`src/rtl/mmss_timer_ctrl.sv`:
```
// Control FSM and tick scheduler for an mm:ss timer driving two cascaded 00..59 BCD counters.
// Handles STOP/RUN/SET modes, the 1 Hz tick, the counter clear and the set-mode blink.
module mmss_timer_ctrl #(
  parameter int unsigned TICK_DIV  = 20_000_000,
  parameter int unsigned BLINK_DIV = 5_000_000
) (
  input  logic       i_clk,
  input  logic       i_reset,
  input  logic       i_start_stop,
  input  logic       i_mode,
  input  logic       i_inc,
  input  logic       i_clr,
  input  logic       i_sec_carry,
  input  logic       i_min_carry,
  output logic       o_sec_enable,
  output logic       o_min_enable,
  output logic       o_cnt_clear,
  output logic       o_wrap,
  output logic       o_blink,
  output logic [1:0] o_state
);

  localparam int unsigned TickW  = $clog2(TICK_DIV);
  localparam int unsigned BlinkW = $clog2(BLINK_DIV);
  localparam logic [TickW-1:0]  TickMax  = TickW'(TICK_DIV - 1);
  localparam logic [BlinkW-1:0] BlinkMax = BlinkW'(BLINK_DIV - 1);

  typedef enum logic [1:0] {
    StStop   = 2'd0,
    StRun    = 2'd1,
    StSetSec = 2'd2,
    StSetMin = 2'd3
  } state_e;

  state_e              r_state;
  logic [TickW-1:0]    r_presc;
  logic [BlinkW-1:0]   r_bcnt;
  logic                r_sec_en;
  logic                r_min_en;
  logic                r_clear;
  logic                r_wrap;
  logic                r_blink;

  state_e              w_state_next;
  logic [TickW-1:0]    w_presc_next;
  logic [BlinkW-1:0]   w_bcnt_next;
  logic                w_sec_en_next;
  logic                w_min_en_next;
  logic                w_clear_next;
  logic                w_wrap_next;
  logic                w_blink_next;
  logic                w_tick;
  logic                w_set_next;

  assign w_tick = (r_state == StRun) && (r_presc == TickMax);

  always_comb begin
    w_state_next  = r_state;
    w_sec_en_next = 1'b0;
    w_min_en_next = 1'b0;
    w_clear_next  = 1'b0;
    w_wrap_next   = 1'b0;
    // Buttons are prioritised start_stop > mode > inc/clr, so one action per cycle.
    case (r_state)
      StStop: begin
        if (i_start_stop)  w_state_next = StRun;
        else if (i_mode)   w_state_next = StSetSec;
        else if (i_clr)    w_clear_next = 1'b1;
      end
      StRun: begin
        if (i_start_stop) w_state_next = StStop;
        w_sec_en_next = w_tick;
        w_min_en_next = w_tick & i_sec_carry;
        w_wrap_next   = w_tick & i_sec_carry & i_min_carry;
      end
      StSetSec: begin
        if (i_start_stop)  w_state_next  = StRun;
        else if (i_mode)   w_state_next  = StSetMin;
        else if (i_inc)    w_sec_en_next = 1'b1;
      end
      StSetMin: begin
        if (i_start_stop)  w_state_next  = StRun;
        else if (i_mode)   w_state_next  = StStop;
        else if (i_inc)    w_min_en_next = 1'b1;
      end
      default: w_state_next = StStop;
    endcase
  end

  // Prescaler only runs while staying in RUN; any exit discards the partial count.
  always_comb begin
    w_presc_next = '0;
    if (r_state == StRun && w_state_next == StRun) begin
      w_presc_next = w_tick ? '0 : r_presc + 1'b1;
    end
  end

  assign w_set_next = (w_state_next == StSetSec) || (w_state_next == StSetMin);

  // Entering a SET state (including SET_SEC -> SET_MIN) restarts the blink phase.
  always_comb begin
    w_bcnt_next  = '0;
    w_blink_next = 1'b1;
    if (w_set_next && (w_state_next == r_state)) begin
      if (r_bcnt == BlinkMax) begin
        w_blink_next = ~r_blink;
      end else begin
        w_bcnt_next  = r_bcnt + 1'b1;
        w_blink_next = r_blink;
      end
    end
  end

  always_ff @(posedge i_clk) begin
    if (!i_reset) begin
      r_state  <= StStop;
      r_presc  <= '0;
      r_bcnt   <= '0;
      r_sec_en <= 1'b0;
      r_min_en <= 1'b0;
      r_clear  <= 1'b0;
      r_wrap   <= 1'b0;
      r_blink  <= 1'b1;
    end else begin
      r_state  <= w_state_next;
      r_presc  <= w_presc_next;
      r_bcnt   <= w_bcnt_next;
      r_sec_en <= w_sec_en_next;
      r_min_en <= w_min_en_next;
      r_clear  <= w_clear_next;
      r_wrap   <= w_wrap_next;
      r_blink  <= w_blink_next;
    end
  end

  assign o_sec_enable = r_sec_en;
  assign o_min_enable = r_min_en;
  assign o_cnt_clear  = r_clear;
  assign o_wrap       = r_wrap;
  assign o_blink      = r_blink;
  assign o_state      = r_state;

endmodule
```
`config.mk`:
```
export PLATFORM = sky130hd
export DESIGN_NAME = mmss_timer_ctrl
export DESIGN_NICKNAME = d
export VERILOG_FILES = /design/src/rtl/mmss_timer_ctrl.sv
export SDC_FILE = /design/constraint.sdc
export NUM_CORES = 1
export LEC_CHECK = 0
export ABC_AREA = 1
export BUFFER_PORTS_ARGS = -buffer_cell sky130_fd_sc_hd__buf_2
export CORE_MARGIN = 3
export CORE_UTILIZATION = 61
export DETAILED_ROUTE_END_ITERATION = 10
export PLACE_DENSITY_LB_ADDON = 0.1
export SLEW_MARGIN = 15
export SYNTH_ARGS = -nofsm -noshare
export SYNTH_HDL_FRONTEND = slang
export SYNTH_SLANG_ARGS = --single-unit
```
`constraint.sdc`:
```
create_clock -name i_clk -period 2.2 [get_ports i_clk]
set_input_delay 0.11 -clock i_clk [delete_from_list [all_inputs] [get_ports i_clk]]
set_output_delay 0.11 -clock i_clk [all_outputs]
set_load 0.02 [all_outputs]
```
==> results of run 1 <==
-- registers in the layout (all words and copies together), names as in the netlist --
register and flops:
o_blink 1, o_sec_enable 1, r_presc 25, o_cnt_clear 1
o_wrap 1, o_state 2, r_bcnt 23, o_min_enable 1
-- placed cells by master (no fill, tap or decap), types with 2 or more instances in the layout --
| cell | Yosys | layout |
|---|---|---|
| sky130_fd_sc_hd__nor2_4 | 5 | 5 |
| sky130_fd_sc_hd__nor2_1 | 84 | 84 |
| sky130_fd_sc_hd__nand4_4 | 1 | 2 |
| sky130_fd_sc_hd__nand2_2 | 3 | 3 |
| sky130_fd_sc_hd__dfxtp_1 | 55 | 55 |
| sky130_fd_sc_hd__o21ai_0 | 2 | 2 |
| sky130_fd_sc_hd__xor2_1 | 22 | 22 |
| sky130_fd_sc_hd__inv_1 | 48 | 48 |
| sky130_fd_sc_hd__nor3_1 | 3 | 3 |
| sky130_fd_sc_hd__buf_2 | 1 | 14 |
| sky130_fd_sc_hd__xnor2_1 | 11 | 11 |
| sky130_fd_sc_hd__a21oi_1 | 5 | 5 |
| sky130_fd_sc_hd__nand4_1 | 5 | 5 |
| sky130_fd_sc_hd__nor3_2 | 2 | 2 |
| sky130_fd_sc_hd__nand3b_1 | 5 | 5 |
| sky130_fd_sc_hd__clkbuf_8 | 0 | 5 |
| sky130_fd_sc_hd__nor2_2 | 26 | 26 |
| sky130_fd_sc_hd__ha_1 | 7 | 7 |
| sky130_fd_sc_hd__nand3_1 | 22 | 22 |
| sky130_fd_sc_hd__nand3_2 | 3 | 3 |
| sky130_fd_sc_hd__inv_2 | 3 | 3 |
| sky130_fd_sc_hd__nand2_1 | 110 | 110 |
| sky130_fd_sc_hd__nand3_4 | 2 | 2 |
-- area by class of cell --
class	count	area [um^2]
fillers	434	1458
well taps	67	83.83
repair buffers	16	87.58
multi-input cells	325	1753
clock buffers	5	68.82
clock inverters	2	37.54
inverters	52	196.4
flip-flops and latches	55	1101
-- critical path: stages, from the launching register on --
cell and delay [ns]:
sky130_fd_sc_hd__dfxtp_1 0.45, sky130_fd_sc_hd__inv_1 0.15, sky130_fd_sc_hd__ha_1 0.29, sky130_fd_sc_hd__nand2_1 0.10
sky130_fd_sc_hd__a21oi_1 0.06, sky130_fd_sc_hd__nand2_1 0.10, sky130_fd_sc_hd__nand2_2 0.09, sky130_fd_sc_hd__nand2_1 0.20
sky130_fd_sc_hd__nand4_4 0.30, sky130_fd_sc_hd__nor2_1 0.17
-- worst min-delay path by stage --
stage / from / end / slack (ns) / depth (start not counted)
final: i_mode / o_cnt_clear / 0.02 / 2
after global routing: i_mode / o_cnt_clear / 0.02 / 2
after CTS: i_mode / o_cnt_clear / 0.006 / 2
after detailed placement: i_start_stop / o_cnt_clear / 0.33 / 2
after global placement: i_start_stop / o_cnt_clear / 0.33 / 2
after floorplan: i_mode / o_cnt_clear / 0.19 / 1
-- logic make-up after synthesis --
group           count (synthesis)  synth area share, %
compound gates                 10                1.788
xor+xnor                       33                9.386
fa+ha+maj                       7                2.844
buf+inv                        57                8.004
flops                          55                35.76
simple gates                  274                42.22
-- routing by layer --
layer	wire [um]	up-vias
met2	2837	40
met3	200	5
met4	80	0
met5	0	-
li1	-	1370
met1	2858	1204
-- metrics by stage --
step	setup WS [ns]	utilization, %	std cells	area, um^2	hold slack (ns)
CTS	0.09717	69.10	521	3307	0.005990
global route	0.004551	69.54	522	3328	0.02371
global placement	0.2039	66.67	513	3191	0.3299
finish	0.2246	69.54	522	3328	0.01684
floorplan	0.4317	-	436	3079	0.1865
detailed placement	0.1088	66.67	513	3191	0.3315
-- power groups by stage --
stage / logic (mW) / clock network, mW / registers [mW]
after global placement: 0.0760 / 0 / 1.03
after floorplan: 0.0526 / 0 / 1.03
after global routing: 0.0941 / 0.702 / 1.00
after CTS: 0.0811 / 0.675 / 1.00
after detailed placement: 0.0792 / 0 / 1.03
final: 0.0852 / 0.660 / 1.00
-- timing repair --
item	CTS	global route
buffers inserted	0	0
hold buffers	1	0
hold endpoints to repair	1	0
resized for setup	0	1
endpoints found under the setup margin	0	23
==> summary.md, run 1 <==
Data on the critical path is required at its endpoint by 2.44 ns. Clock tree synthesis selected as its root buffer the cell sky130_fd_sc_hd__clkbuf_8. The leakage power figure is 1.127 nW. The worst setup path is launched from a register. The first TritonRoute pass finished after 6 iterations.

The tools report the worst slew slack as a fraction of its limit as 77.59%. The tools report the sum of net half-perimeters after detailed placement as 4424 um. The run gives 0 as the number of antenna violations at the first check in global routing. The run gives 118 as the initial DRC count. Startpoint of the most critical setup path: o_state[1].

For the overall global routing resource usage, the log shows 22.00%. Derived from the worst setup path, the maximum achievable clock frequency is 0.5062 GHz. The net count after synthesis is 451, and the total power per unit cell area is 525.5 nW/um^2. Port buffering added 14 buffers.

The final clock period utilization by the worst path is 89.79%. The average via count per standard cell is 5.017, and the switching share of power is 22.29%. The number of instances in the synthesized netlist is 436, and the final setup violation count is 0. The routed length per instance was 11.45 um; the number of nets with antenna violations after detailed routing was 0. Last weighted congestion value of the routability-driven placer: 0.8607. The critical path arrival came out at 2.22 ns. Of the post-synthesis cell area, the dominant cell type holds 35.76%.

The register clock-pin slew on the reported worst setup and hold paths was 0.09 ns. The logs give 0.22 ns for the setup slack on the worst flop-to-flop path and 2,619 for the vias after detailed routing. For this run, global-route usage on met1 was measured as 26.24%. The setup TNS is 0 ns, and the area enclosed by the die boundary is 5937 um^2.

Number of clock sinks: 55. The number of cells on the worst reg-to-reg path is 9. The async set-or-reset flop fraction in the synthesized netlist came out at 0%. The layer flagged by global routing as most heavily used is met2. The most frequently used flop master after synthesis was sky130_fd_sc_hd__dfxtp_1.

For this run, design rule violations remaining after detail routing come to 0. The via count of the first global-routing pass was 2,559. After synthesis, the mean cell area works out to 7.062 um^2.

The fraction of power consumed by sequential logic was 57.4%. The most common cell in the synthesized netlist was sky130_fd_sc_hd__nand2_1. The initial utilization of the core area, before any placement, comes to 64.34%.

The largest fanout on the critical path is 12, and the number of pins exceeding their max-slew limit in the final report is 0. Count of standard-cell rows: 25. The largest total area in the synthesized netlist belongs to sky130_fd_sc_hd__dfxtp_1. The run gives 30 as the distinct cell type count after synthesis.

The power spent charging and discharging nets is 0.3898 mW. In this run the critical register-to-register path is captured at r_bcnt[1]. Sorting the synthesized cells by area gives the leading types as sky130_fd_sc_hd__dfxtp_1, sky130_fd_sc_hd__nand2_1, sky130_fd_sc_hd__nor2_1. The logs give 1.359 mW for the design internal power and 15 for the boundary pin count. In this run, the clock network consumes 37.8% of the power.

Width of the die: 77.05 um. The design draws 1.749 mW. The maximum level of the CTS H-tree is 2. The flow ran to the end, and the final reports show no timing, DRC or antenna violations.

The min-delay analysis places its worst path in the category input port to register. The tools report the endpoint of the most critical setup path as r_bcnt[1]. The run gives 469.5 uV as the maximum vdd ir drop. Summing every instance area after synthesis gives 3079 um^2. At the end of the flow, the number of nets in the layout was 470. The first global-routing pass estimated 10,820 um of wire.

The number of buffers on the longest clock path is 2. The layout overhead on the synthesized area was 8.086%. By startpoint and endpoint, the worst setup path is classified as register to register. Entering global routing, the biggest net connects 26 pins. TritonCTS created 5 clock buffers.

In the synthesized netlist, the cells that appear most often are sky130_fd_sc_hd__nand2_1, sky130_fd_sc_hd__nor2_1, sky130_fd_sc_hd__dfxtp_1, sky130_fd_sc_hd__inv_1, sky130_fd_sc_hd__nor2_2. The tools report the global routing met2 resource utilization as 39.72%. The share of the Yosys chip area taken by registers is 35.76%. Cells with a size suffix above 1 make up 15.82% of the layout.

The tools report the combinational power share as 4.9%. The later pin in the worst-skew pair is clocked with a latency of 0.31 ns. Setup repair after global routing left no endpoint under its margin.

On the final layout, the worst clock skew is 0.004020 ns. The met3 track utilization from global routing was 3.873%; the final wirelength was 5977 um. The routed design could run at a clock period as short as 1.975 ns.

In this run, synthesis produced a sequential element count of 55. The number of antenna diodes in the final layout is 0. For the pin with the worst max-slew slack, the measured transition is 0.3330 ns. Category of the worst setup path capture point: a register. Counting flops with a built-in enable in the synthesized netlist gives 0. The count of endpoints failing hold in the final timing report was 0. The tools report the startpoint of the worst-slack reg-to-reg timing path as o_state[1].

TritonCTS built the clock tree. The logs give 0 for the number of warnings reported in the yosys synthesis log and 0 for the total congestion overflow after global routing. In this run the vertical extent of the chip is 77.05 um. The tool flagged a number of max-cap violations equal to 0.

After floorplanning, the core was sized to cover 4786 um^2.
Note: power is estimated with default switching activity, not from simulation.
==> run 2: changes to the inputs <==
--- a/config.mk
+++ b/config.mk
@@ -9,8 +9,10 @@
 export BUFFER_PORTS_ARGS = -buffer_cell sky130_fd_sc_hd__buf_2
 export CORE_MARGIN = 3
 export CORE_UTILIZATION = 61
+export CTS_CLUSTER_DIAMETER = 80
 export DETAILED_ROUTE_END_ITERATION = 10
 export PLACE_DENSITY_LB_ADDON = 0.1
+export RECOVER_POWER = 25
 export SLEW_MARGIN = 15
 export SYNTH_ARGS = -nofsm -noshare
 export SYNTH_HDL_FRONTEND = slang
==> run 2 against run 1 <==
Net effect:
- first-iteration DRC count up 5.1%
- combinational power down 2%
- global-route usage unchanged
- count of clock-buffer cells in the layout unchanged
- largest power group unchanged
- critical endpoint is now r_presc[16]
- highest routed layer unchanged
- sequential share of layout area up 0.14 points
- critical path type unchanged
==> summary.md, run 2 (synthesized netlist as in run 1, its figures left out) <==
The flow ran to the end, and the final reports show no timing, DRC or antenna violations. Cell area after placement: 3191 um^2 (unchanged). The type of the setup path with the least slack was register to register (unchanged). The leakage power figure is 1.100 nW (was 1.127 nW). The logs give 0 (unchanged) for the count of endpoints failing hold in the final timing report and 0 (unchanged) for the number of pins exceeding their max-slew limit in the final report. The logs give 55 (unchanged) for the number of clock sinks and 4786 um^2 (unchanged) for the area of the placeable core. The wire length of the first global-routing pass came out at 10,820 um (unchanged). The setup TNS came out at 0 ns (unchanged). The critical path arrival is 2.23 ns (was 2.22 ns), and the routed length per instance is 11.48 um (was 11.45 um). TritonCTS buffer count: 5 (unchanged). The pin count of the biggest net entering global routing was 26 (unchanged).

The top register by number of flip-flops is r_presc (unchanged). Most frequent cells in the layout: sky130_fd_sc_hd__nand2_1, sky130_fd_sc_hd__nor2_1, sky130_fd_sc_hd__dfxtp_1 (unchanged). Average via count per standard cell: 5.027 (was 5.017).

The tools report the number of antenna diodes as 0 (unchanged). The run gives 76.95% (was 77.59%) as the worst slew slack as a fraction of its limit. The number of buffers on the longest clock path is 2 (unchanged).

The final wirelength is 5992 um (was 5977 um). The initial core utilization was 64.34% (unchanged); the fmax was 0.5033 GHz (was 0.5062 GHz). The class of the most critical hold timing path was input port to register (unchanged).

The via count of the first global-routing pass is 2,559 (unchanged), and the total non-filler cell area in the finished layout is 3314 um^2 (was 3328 um^2). The register clock-pin slew on the reported worst setup and hold paths came out at 0.09 ns (about the same). Initial DRC count: 124 (was 118). The logs give 2 (unchanged) for the maximum level of the CTS H-tree and 0.8607 (unchanged) for the last weighted congestion value of the routability-driven placer. The post-CTS setup repair buffer count was 0 (unchanged). Category of the worst setup path capture point: a register (unchanged).

The tools report the data required time at the worst endpoint as 2.44 ns (about the same). The vias after detailed routing was 2,624 (was 2,619); the final critical path time including I/O delays and setup was 1.987 ns (was 1.975 ns). The tools report the final setup slack of the worst path as 0.2131 ns (was 0.2246 ns). Number of input and output port buffers inserted: 14 (unchanged). Maximum vdd ir drop: 468.7 uV (was 469.5 uV).

The sum of net half-perimeters after detailed placement is 4424 um (unchanged). The number of fillers in the final layout was 441 (was 434); the number of maximum-capacitance constraint violations was 0 (unchanged). The total number of nets in the final design was 470 (unchanged); the worst slack after detailed placement was 0.1088 ns (unchanged).

The layout overhead on the synthesized area works out to 7.639% (was 8.086%). The post-detailed-route DRC marker count came out at 0 (unchanged). The die boundary height was 77.05 um (unchanged). The area taken by multi-input logic gates was 1748 um^2 (was 1753 um^2); the final setup violation count was 0 (unchanged). Final clock period utilization by the worst path: 90.31% (was 89.79%). The leading cell type in the layout, fill and taps excluded is sky130_fd_sc_hd__nand2_1 (unchanged). Ratio of cells with drive above 1 in the final layout: 13.85% (was 15.82%).

The register area is 1101 um^2 (unchanged). For the area enclosed by the die boundary, the log shows 5937 um^2 (unchanged). Total power per unit cell area: 526.7 nW/um^2 (was 525.5 nW/um^2). The flip-flop count of the largest register after layout came out at 25 (unchanged).

For the overall global routing resource usage, the log shows 22.00% (unchanged). The logs give 0 (unchanged) for the number of antenna violations at the first check in global routing and 15 (unchanged) for the boundary pin count. The count of standard-cell rows was 25 (unchanged).

The largest fanout on the critical path was 25 (was 12); the total congestion overflow after global routing was 0 (unchanged). The tools report the source-to-sink clock delay at the later pin of the worst-skew pair as 0.31 ns (about the same). TritonCTS built the clock tree. The element type at the critical path start is a register (unchanged). The clock tree root driver cell was sky130_fd_sc_hd__clkbuf_8 (unchanged). The post-route clock skew is 0.004115 ns (was 0.004020 ns). The detailed-routing iteration count for the pre-antenna-repair pass came out at 6 (unchanged). The width of the die is 77.05 um (unchanged), and the measured slew at the worst slew-check pin is 0.3426 ns (was 0.3330 ns).

The number of nets with antenna violations after detailed routing came out at 0 (unchanged). Setup repair after global routing left no endpoint under its margin.
## run 2: changes by cell type in the layout (fill, tap and decap cells not counted), sizes merged
cell,change
clkbuf,+7
buf,-7
## run 2: metal layers
layer	track usage, %	wire length, um	part of all wire (%)	up-vias
met4	7.295	80	1.3	0
li1	-	-	-	1370
met5	0	0	0	-
met3	3.873	235	3.9	5
met1	26.24	2841	47	1202
met2	39.72	2835	47	47
## run 2: critical path, cell delays in order (launching register included)
cell and delay (ns):
sky130_fd_sc_hd__dfxtp_1 0.46, sky130_fd_sc_hd__inv_1 0.15, sky130_fd_sc_hd__ha_1 0.28, sky130_fd_sc_hd__inv_1 0.09, sky130_fd_sc_hd__nand2_1 0.05, sky130_fd_sc_hd__nand3_1 0.07, sky130_fd_sc_hd__nand2_1 0.08, sky130_fd_sc_hd__a21oi_1 0.23
sky130_fd_sc_hd__nand3_4 0.31, sky130_fd_sc_hd__nor2_1 0.18
## run 2: cell type report
type / instances / area share [%]
Multi-Input combinational cell: 325 / 52.74
Sequential cell: 55 / 33.22
Inverter: 52 / 5.927
Tap cell: 67 / 2.529
Timing Repair Buffer: 16 / 2.378
Clock buffer: 5 / 2.076
Clock inverter: 2 / 1.133
## run 2: timing repair
action | CTS | global route
resized for setup | 0 | 1
endpoints found under the setup margin | 0 | 23
hold buffers | 1 | 0
hold endpoints to repair | 1 | 0
## run 2: where the power goes
group / internal, mW / switching [mW] / total (mW)
Sequential: 0.999 / 0.00496 / 1.00
Combinational: 0.0265 / 0.0573 / 0.0837
Clock: 0.333 / 0.326 / 0.659
Total: 1.36 / 0.388 / 1.75
## run 2: path summary, 6_finish.rpt
kind         startpoint          end  slack (ns)  depth (start not counted)
max          o_state[1]  r_presc[16]        0.21                          9
min              i_mode  o_cnt_clear        0.02                          2
max reg2reg  o_state[1]  r_presc[16]        0.21                          9
min reg2reg   r_bcnt[0]    r_bcnt[0]        0.45                          1
## run 2: through the flow
stage	cells	utilization, %	power [mW]	hold WS [ns]
after floorplan	436	-	1.082	0.1865
after global placement	513	66.67	1.102	0.3299
after detailed placement	513	66.67	1.106	0.3315
after CTS	521	69.10	1.760	0.005990
after global routing	522	69.25	1.799	0.02371
final	522	69.25	1.746	0.01655
